### config.mk
export PLATFORM = sky130hd
export DESIGN_NAME = toy_bus_fetch_order_ctrl
export DESIGN_NICKNAME = d
export VERILOG_FILES = /design/src/rtl/toy_bus_fetch_order_pkg.sv /design/src/rtl/toy_bus_order_fifo.sv /design/src/rtl/toy_bus_fetch_order_ctrl.sv
export SDC_FILE = /design/constraint.sdc
export NUM_CORES = 1
export LEC_CHECK = 0
export CAP_MARGIN = 20
export CORE_UTILIZATION = 45
export CTS_BUF_LIST = sky130_fd_sc_hd__clkbuf_4
export CTS_CLUSTER_SIZE = 30
export DETAILED_ROUTE_END_ITERATION = 8
export PLACE_DENSITY = 0.87
export REMOVE_ABC_BUFFERS = 1
export SETUP_SLACK_MARGIN = 0.5
export SLEW_MARGIN = 0
export SYNTH_ARGS = -nofsm -noshare
export SYNTH_HDL_FRONTEND = slang
export SYNTH_HIERARCHICAL = 1
export SYNTH_SLANG_ARGS = --single-unit
### constraint.sdc
create_clock -name clk -period 5 [get_ports clk]
set_clock_uncertainty 0.2 [all_clocks]
set_input_delay 0.75 -clock clk [delete_from_list [all_inputs] [get_ports clk]]
set_output_delay 0.75 -clock clk [all_outputs]
set_load 0.05 [all_outputs]
### src/rtl/toy_bus_fetch_order_pkg.sv
// Shared types and defaults for the fetch order controller.
// The optional macro TOY_BUS_FETCH_ORDER_ERR_EN is consumed by toy_bus_fetch_order_ctrl.
package toy_bus_fetch_order_pkg;

   typedef enum logic {
      TGT_OUT0 = 1'b0,
      TGT_OUT1 = 1'b1
   } tgt_e;

   localparam int DEPTH_DEF   = 8;
   localparam int SEL_BIT_DEF = 28;

endpackage

### src/rtl/toy_bus_order_fifo.sv
// Order FIFO of target tags: registered count/pointers, no bypass (a pushed
// entry becomes visible at head no earlier than the following cycle).
module toy_bus_order_fifo
   import toy_bus_fetch_order_pkg::*;
#(
   parameter int DEPTH = DEPTH_DEF
) (
   input  logic                     clk,
   input  logic                     rst,
   input  logic                     push,
   input  tgt_e                     push_tag,
   input  logic                     pop,
   output tgt_e                     head,
   output logic [$clog2(DEPTH):0]   count
);

   localparam int PW = $clog2(DEPTH);
   localparam int CW = PW + 1;
   localparam logic [PW-1:0] PTR_ONE  = PW'(1);
   localparam logic [CW-1:0] CNT_ONE  = CW'(1);
   localparam logic [CW-1:0] CNT_FULL = CW'(DEPTH);

   tgt_e            mem_r [DEPTH];
   logic [PW-1:0]   wr_ptr_r;
   logic [PW-1:0]   rd_ptr_r;
   logic [CW-1:0]   count_r;
   logic            push_ok_s;
   logic            pop_ok_s;

   // Guard against over/underflow even if the caller misbehaves.
   assign push_ok_s = push && (count_r != CNT_FULL);
   assign pop_ok_s  = pop  && (count_r != '0);

   // Pointer and occupancy registers; pointers wrap naturally (DEPTH is a power of two).
   always_ff @(posedge clk) begin
      if (rst) begin
         wr_ptr_r <= '0;
         rd_ptr_r <= '0;
         count_r  <= '0;
      end else begin
         if (push_ok_s) begin
            wr_ptr_r <= wr_ptr_r + PTR_ONE;
         end
         if (pop_ok_s) begin
            rd_ptr_r <= rd_ptr_r + PTR_ONE;
         end
         unique case ({push_ok_s, pop_ok_s})
            2'b10:   count_r <= count_r + CNT_ONE;
            2'b01:   count_r <= count_r - CNT_ONE;
            default: count_r <= count_r;
         endcase
      end
   end

   // Tag storage; contents are don't-care after reset.
   always_ff @(posedge clk) begin
      if (push_ok_s) begin
         mem_r[wr_ptr_r] <= push_tag;
      end
   end

   assign head  = mem_r[rd_ptr_r];
   assign count = count_r;

endmodule

### src/rtl/toy_bus_fetch_order_ctrl.sv
// Keeps fetch acks from two targets in request issue order.
// Define TOY_BUS_FETCH_ORDER_ERR_EN to build the sticky unexpected-ack detector.
module toy_bus_fetch_order_ctrl
   import toy_bus_fetch_order_pkg::*;
#(
   parameter int DEPTH   = DEPTH_DEF,
   parameter int SEL_BIT = SEL_BIT_DEF
) (
   input  logic                     clk,
   input  logic                     rst,
   input  logic                     in_req_vld,
   output logic                     in_req_rdy,
   input  logic [31:0]              in_req_addr,
   output logic                     dn_req_vld,
   input  logic                     dn_req_rdy,
   input  logic                     out0_ack_vld,
   output logic                     out0_ack_rdy,
   input  logic                     out1_ack_vld,
   output logic                     out1_ack_rdy,
   output logic                     ack_vld,
   input  logic                     ack_rdy,
   output logic                     ack_sel,
   output logic [$clog2(DEPTH):0]   outstanding,
   output logic                     err_unexp_ack
);

   localparam int CW = $clog2(DEPTH) + 1;
   localparam logic [CW-1:0] CNT_FULL = CW'(DEPTH);

   logic [CW-1:0] count_s;
   tgt_e          head_s;
   tgt_e          push_tag_s;
   logic          full_s;
   logic          empty_s;
   logic          push_s;
   logic          pop_s;
   logic          unused_addr_s;

   // Reset forces the empty/not-full view so the requester sees a clean bus.
   assign full_s  = !rst && (count_s == CNT_FULL);
   assign empty_s = rst || (count_s == '0);

   assign dn_req_vld = in_req_vld && !full_s;
   assign in_req_rdy = dn_req_rdy && !full_s;
   assign push_s     = in_req_vld && in_req_rdy;
   assign push_tag_s = tgt_e'(in_req_addr[SEL_BIT]);
   assign unused_addr_s = ^in_req_addr;

   toy_bus_order_fifo #(
      .DEPTH (DEPTH)
   ) u_fifo (
      .clk      (clk),
      .rst      (rst),
      .push     (push_s),
      .push_tag (push_tag_s),
      .pop      (pop_s),
      .head     (head_s),
      .count    (count_s)
   );

   // Steer the ack handshake to the target at the FIFO head only.
   always_comb begin
      ack_vld      = 1'b0;
      ack_sel      = 1'b0;
      out0_ack_rdy = 1'b0;
      out1_ack_rdy = 1'b0;
      if (empty_s) begin
         ack_vld = 1'b0;
      end else begin
         case (head_s)
            TGT_OUT0: begin
               ack_vld      = out0_ack_vld;
               out0_ack_rdy = ack_rdy;
               ack_sel      = 1'b0;
            end
            TGT_OUT1: begin
               ack_vld      = out1_ack_vld;
               out1_ack_rdy = ack_rdy;
               ack_sel      = 1'b1;
            end
            default: begin
               ack_vld = 1'b0;
            end
         endcase
      end
   end

   assign pop_s       = ack_vld && ack_rdy;
   assign outstanding = count_s;

`ifdef TOY_BUS_FETCH_ORDER_ERR_EN
   logic err_r;

   // Sticky flag: any target ack while nothing is outstanding.
   always_ff @(posedge clk) begin
      if (rst) begin
         err_r <= 1'b0;
      end else if (empty_s && (out0_ack_vld || out1_ack_vld)) begin
         err_r <= 1'b1;
      end else begin
         err_r <= err_r;
      end
   end

   assign err_unexp_ack = err_r;
`else
   assign err_unexp_ack = 1'b0;
`endif

endmodule

==> impl_metrics.env, run 1 <==
export IMPL_clkSinkCount=21
export IMPL_setup_viol=0
export IMPL_post_cts_buffers=0
export IMPL_final_common_cell="clkdlybuf4s50_1"
export IMPL_yosysWarnings=6
export IMPL_start_kind="primary input"
export IMPL_crit_slowest_cell="clkdlybuf4s50_1"
export IMPL_drtIter0Drc=13
export IMPL_wl_per_cell_um=13.6
export IMPL_grt_max_degree=17
export IMPL_core_area_um2=2230
export IMPL_die_h_um=50.7
export IMPL_placed_cell_area_um2=1260
export IMPL_dieArea_um2=2570
export IMPL_hold_viol=0
export IMPL_rsz0062_at_grt="false"
export IMPL_status="finished, final reports clean"
export IMPL_synth_area_leaders="dfxtp_1 (24%), edfxtp_1 (22%), ha_1 (5.9%)"
export IMPL_cp_max_fo=16
export IMPL_critPathMostFrequentCell="clkdlybuf4s50_1"
export IMPL_yosys_area_top_type="dfxtp_1"
export IMPL_slowest_delay_ps=840
export IMPL_antenna_found_initial=0
export IMPL_fin_crit_ps=3770
export IMPL_setup_tns_ps=0
export IMPL_start_util=0.478
export IMPL_grt_pass1_vias=738
export IMPL_rows=17
export IMPL_async_flop_share=0
export IMPL_antenna_left=0
export IMPL_cts_htree_levels=1
export IMPL_cts_hold_buffers=0
export IMPL_ys_seq_elements=21
export IMPL_worstSkewPairLatency_ps=320
export IMPL_drive_above_1_share=0.120
export IMPL_syn_inst=98
export IMPL_crit_chain="clkdlybuf4s50_1, nand2b_1, nor3b_1, clkdlybuf4s50_1"
export IMPL_crit_type="primary input to output port"
export IMPL_max_freq_ghz=0.265
export IMPL_synth_edf_count=8
export IMPL_syn2layout_area_growth_pct=20.8
export IMPL_place_gp_congestion=0.858
export IMPL_overflow=0
export IMPL_vias=796
export IMPL_drv_slew=0
export IMPL_finalInstanceArea_um2=1290
export IMPL_ys_seq_area_frac=0.468
export IMPL_avgSynthCellArea_um2=10.9
export IMPL_final_nets=162
export IMPL_fill_cells=193
export IMPL_synthesis_area_um2=1070
export IMPL_fin_crit_sh=0.754
export IMPL_synth_top_area_share=0.244
export IMPL_cts_tree="done"
export IMPL_arrival_ps=2820
export IMPL_drc=0
export IMPL_crit_path_end_kind="output port"
export IMPL_grt_usage=0.176
export IMPL_clockBufferDepth=2
export IMPL_pwr_density_cell_nw_per_um2=251
export IMPL_placed_cells=141
export IMPL_ys_types=32
export IMPL_clkSlewWorstSetupHoldPaths_ps=130
export IMPL_dr_pass1_iters=4
export IMPL_io_buffer_count=17
export IMPL_vias_per_cell=5.49
export IMPL_worstMarginPinSlew_ps=540
export IMPL_cp_data_required_time_ps=4050
export IMPL_cts_root_buffer_cell="clkbuf_4"
export IMPL_synth_flop_cell="dfxtp_1"
export IMPL_diodes=0
export IMPL_vdd_drop_max_mv=0.164
export IMPL_place_hpwl_um=1480
export IMPL_numCtsBuffers=3
export IMPL_finalWirelength_um=1970
export IMPL_ctsResizeCount=0
export IMPL_fin_cells=145
export IMPL_grt_first_pass_wirelength_um=3130
export IMPL_min_path_type="flop to flop"
export IMPL_power_leakage_uw=0.000474
export IMPL_relSlewSlack=0.639
export IMPL_die_w_um=50.7
export IMPL_final_cell_mix="clkdlybuf4s50_1 (17), nor2_1 (14), dfxtp_1 (13)"
export IMPL_io_pins=50
export IMPL_drv_cap=0
[where the power goes]
group	leakage, µW	internal (µW)	switching, µW
clock	0.0000139	30.6	55.2
combinational	0.000283	21.6	30.5
sequential	0.000177	181	6.19
[path summary, 6_finish.rpt]
path,startpoint,endpoint,slack [ps],cells past startpoint
min reg2reg,u_fifo/rd_ptr_r[2],u_fifo/rd_ptr_r[2],370,2
max reg2reg,flop,u_fifo/count[3],1480,9
min,u_fifo/rd_ptr_r[2],u_fifo/rd_ptr_r[2],370,2
max,rst,out1_ack_rdy,1230,4
[kinds of logic after synthesis]
logic type | Yosys count | synth area share
AO/OA/AOI/OAI | 12 | 0.0855
XOR/XNOR | 7 | 0.0574
adder cells (fa/ha/maj) | 5 | 0.0585
buffers and inverters | 4 | 0.0187
flip-flops | 21 | 0.468
multiplexers | 8 | 0.101
other | 1 | 0.00351
AND/OR/NAND/NOR | 40 | 0.207
[cells in the mapped netlist (all sizes together), types with 2 or more instances]
library cell,count
nor2,14
mux4,2
xnor2,2
o21ai,2
xor2,5
nor4,2
ha,5
a21boi,2
mux2i,4
nand2,3
a21oi,4
nor3,8
buf,2
or3,3
nand2b,3
dfxtp,13
nor2b,4
inv,2
nor3b,2
edfxtp,8
mux2,2
[cell type report]
class                      count  area, µm²  share of cell area
multi-input combinational     73        548               0.424
sequential                    21        500               0.388
clock inverter                 1       7.51             0.00581
tap                           28       35.0              0.0271
timing repair buffer          17        170               0.132
clock buffer                   3       22.5              0.0174
inverter                       2       7.51             0.00581
[metrics by stage]
step	setup slack, ps	hold WS (ps)	total power [µW]	util
CTS	1220	373	327	0.578
global placement	1110	308	240	0.565
detailed placement	1050	342	243	0.565
floorplan	1690	285	224	-
finish	1230	367	325	0.578
global route	1140	396	338	0.578
[worst max-delay path: cells and delay by family]
family	cells	cell delay, ps
and+or+nand+nor	2	540
buffers and inverters	2	1530
[layer usage]
metal / wire (µm) / share of wire / track usage
met3: 44 / 0.022 / 0.0394
met1: 814 / 0.41 / 0.185
met4: 70 / 0.036 / 0.153
met2: 1040 / 0.53 / 0.291
met5: 0 / 0 / 0
Note: power is estimated with default switching activity, not from simulation.
==> inputs of run 2 (changes only) <==
- CORE_UTILIZATION: 45 -> 38
- PLACE_DENSITY: 0.87 -> 0.78
- clock period: 5 -> 3.2 ns (I/O delays scaled with it)
==> impl_metrics.env, run 2 (synthesis results as in run 1) <==
export IMPL_hold_viol=0
export IMPL_antenna_found_initial=0
export IMPL_clkSlewWorstSetupHoldPaths_ps=120
export IMPL_final_cell_mix="nor2_1 (14), dfxtp_1 (12), clkdlybuf4s50_1 (11)"
export IMPL_cp_data_required_time_ps=3210
export IMPL_holdWs_ps=363
export IMPL_status="finished, violations left"
export IMPL_relSlewSlack=0.667
export IMPL_crit_path_end_kind="flop"
export IMPL_start_kind="flop"
export IMPL_max_freq_ghz=0.309
export IMPL_worstMarginPinSlew_ps=498
export IMPL_final_common_cell="nor2_1"
export IMPL_rsz0062_at_grt="true"
export IMPL_grt_pass1_vias=820
export IMPL_rows=18
export IMPL_pwr_density_cell_nw_per_um2=350
export IMPL_cp_max_fo=2
export IMPL_finalPower_uw=517
export IMPL_place_gp_congestion=0.723
export IMPL_cts_tree="done"
export IMPL_core_area_um2=2570
export IMPL_grt_max_degree=13
export IMPL_power_leakage_uw=0.000553
export IMPL_final_nets=170
export IMPL_drtIter0Drc=11
export IMPL_cts_root_buffer_cell="clkbuf_4"
export IMPL_clkSinkCount=21
export IMPL_wl_per_cell_um=13.5
export IMPL_antenna_left=0
export IMPL_die_h_um=55.0
export IMPL_drv_slew=0
export IMPL_io_buffer_count=17
export IMPL_fin_crit_sh=1.01
export IMPL_dieArea_um2=3030
export IMPL_diodes=0
export IMPL_violations="negative setup slack"
export IMPL_vias=822
export IMPL_crit_type="flop to flop"
export IMPL_syn2layout_area_growth_pct=38.2
export IMPL_worstSkewPairLatency_ps=310
export IMPL_drive_above_1_share=0.304
export IMPL_clockBufferDepth=2
export IMPL_numCtsBuffers=3
export IMPL_drv_cap=0
export IMPL_die_w_um=55.0
export IMPL_arrival_ps=3250
export IMPL_grt_first_pass_wirelength_um=3540
export IMPL_grt_usage=0.178
export IMPL_setup_viol=1
export IMPL_min_path_type="flop to flop"
export IMPL_overflow=0
export IMPL_place_hpwl_um=1500
export IMPL_cts_htree_levels=1
export IMPL_cts_hold_buffers=0
export IMPL_vdd_drop_max_mv=0.232
export IMPL_vias_per_cell=5.30
export IMPL_fin_crit_ps=3240
export IMPL_fin_ws_ps=-38.5
export IMPL_dr_pass1_iters=4
export IMPL_io_pins=50
export IMPL_start_util=0.416
export IMPL_drc=0
export IMPL_finalWirelength_um=2090
-- run 2: cell types whose count changed in the layout (fill, tap and decap cells not counted), moves of 2 or more --
cell | previous run | this run
ha_4 | 0 | 2
mux2_4 | 0 | 2
ha_1 | 5 | 3
clkdlybuf4s50_1 | 17 | 11
mux2_2 | 2 | 0
nor3_1 | 8 | 6
buf_4 | 0 | 10
buf_12 | 0 | 2
nor3_2 | 0 | 2
-- run 2: worst paths after layout --
path / startpoint / endpoint / slack [ps] / depth (start not counted)
setup / recovery: flop / u_fifo/count[3] / -40 / 10
hold / removal: u_fifo/rd_ptr_r[1] / flop / 360 / 2
hold reg to reg: u_fifo/rd_ptr_r[1] / flop / 360 / 2
setup reg to reg: flop / u_fifo/count[3] / -40 / 10
-- run 2: worst max-delay path, cell delays in order, from the launching register on --
cell,delay (ps)
dfxtp_4,380
mux4_2,490
mux2_4,300
mux2i_2,160
nor3_2,220
o41a_2,220
buf_4,130
ha_4,190
or3_4,390
o32ai_4,110
mux2_4,330
-- run 2: final cells by class --
| class | instances | area (µm²) |
|---|---|---|
| multi-input combinational | 73 | 631 |
| timing repair buffer | 25 | 269 |
| clock inverter | 1 | 5.00 |
| inverter | 2 | 7.51 |
| sequential | 21 | 504 |
| clock buffer | 3 | 22.5 |
| fill | 224 | 1090 |
| tap | 30 | 37.5 |
-- run 2: stage by stage --
step           setup TNS [ps]  setup slack (ps)  area [µm²]  utilization  cells
2_1_floorplan           -28.5             -28.5        1060            -     96
3_3_place_gp             -158              -158        1330        0.519    149
3_5_place_dp             -267              -183        1330        0.519    149
4_1_cts                     0               100        1440        0.559    154
5_1_grt                  -220              -113        1480        0.575    155
6_report                -38.5             -38.5        1480        0.575    155
-- run 2: per-layer routing --
metal  vias up  GRT usage  wire length, µm
met4         0      0.129               63
li1        405          -                -
met1       388      0.185              875
met5         -          0                0
met2        24      0.321             1070
met3         5     0.0273               87
-- run 2: repair_timing --
action,in CTS,in global routing
pin swaps,4,2
gates resized for setup,12,6
hold endpoints to repair,0,0
endpoints found under the setup margin,5,8
buffers inserted,1,1
-- run 2: report_power, final --
part           leakage, µW  total [µW]  internal (µW)  switching (µW)
clock            0.0000177         127           46.8            79.8
sequential        0.000178         292            281            10.3
combinational     0.000357        99.0           45.7            53.4
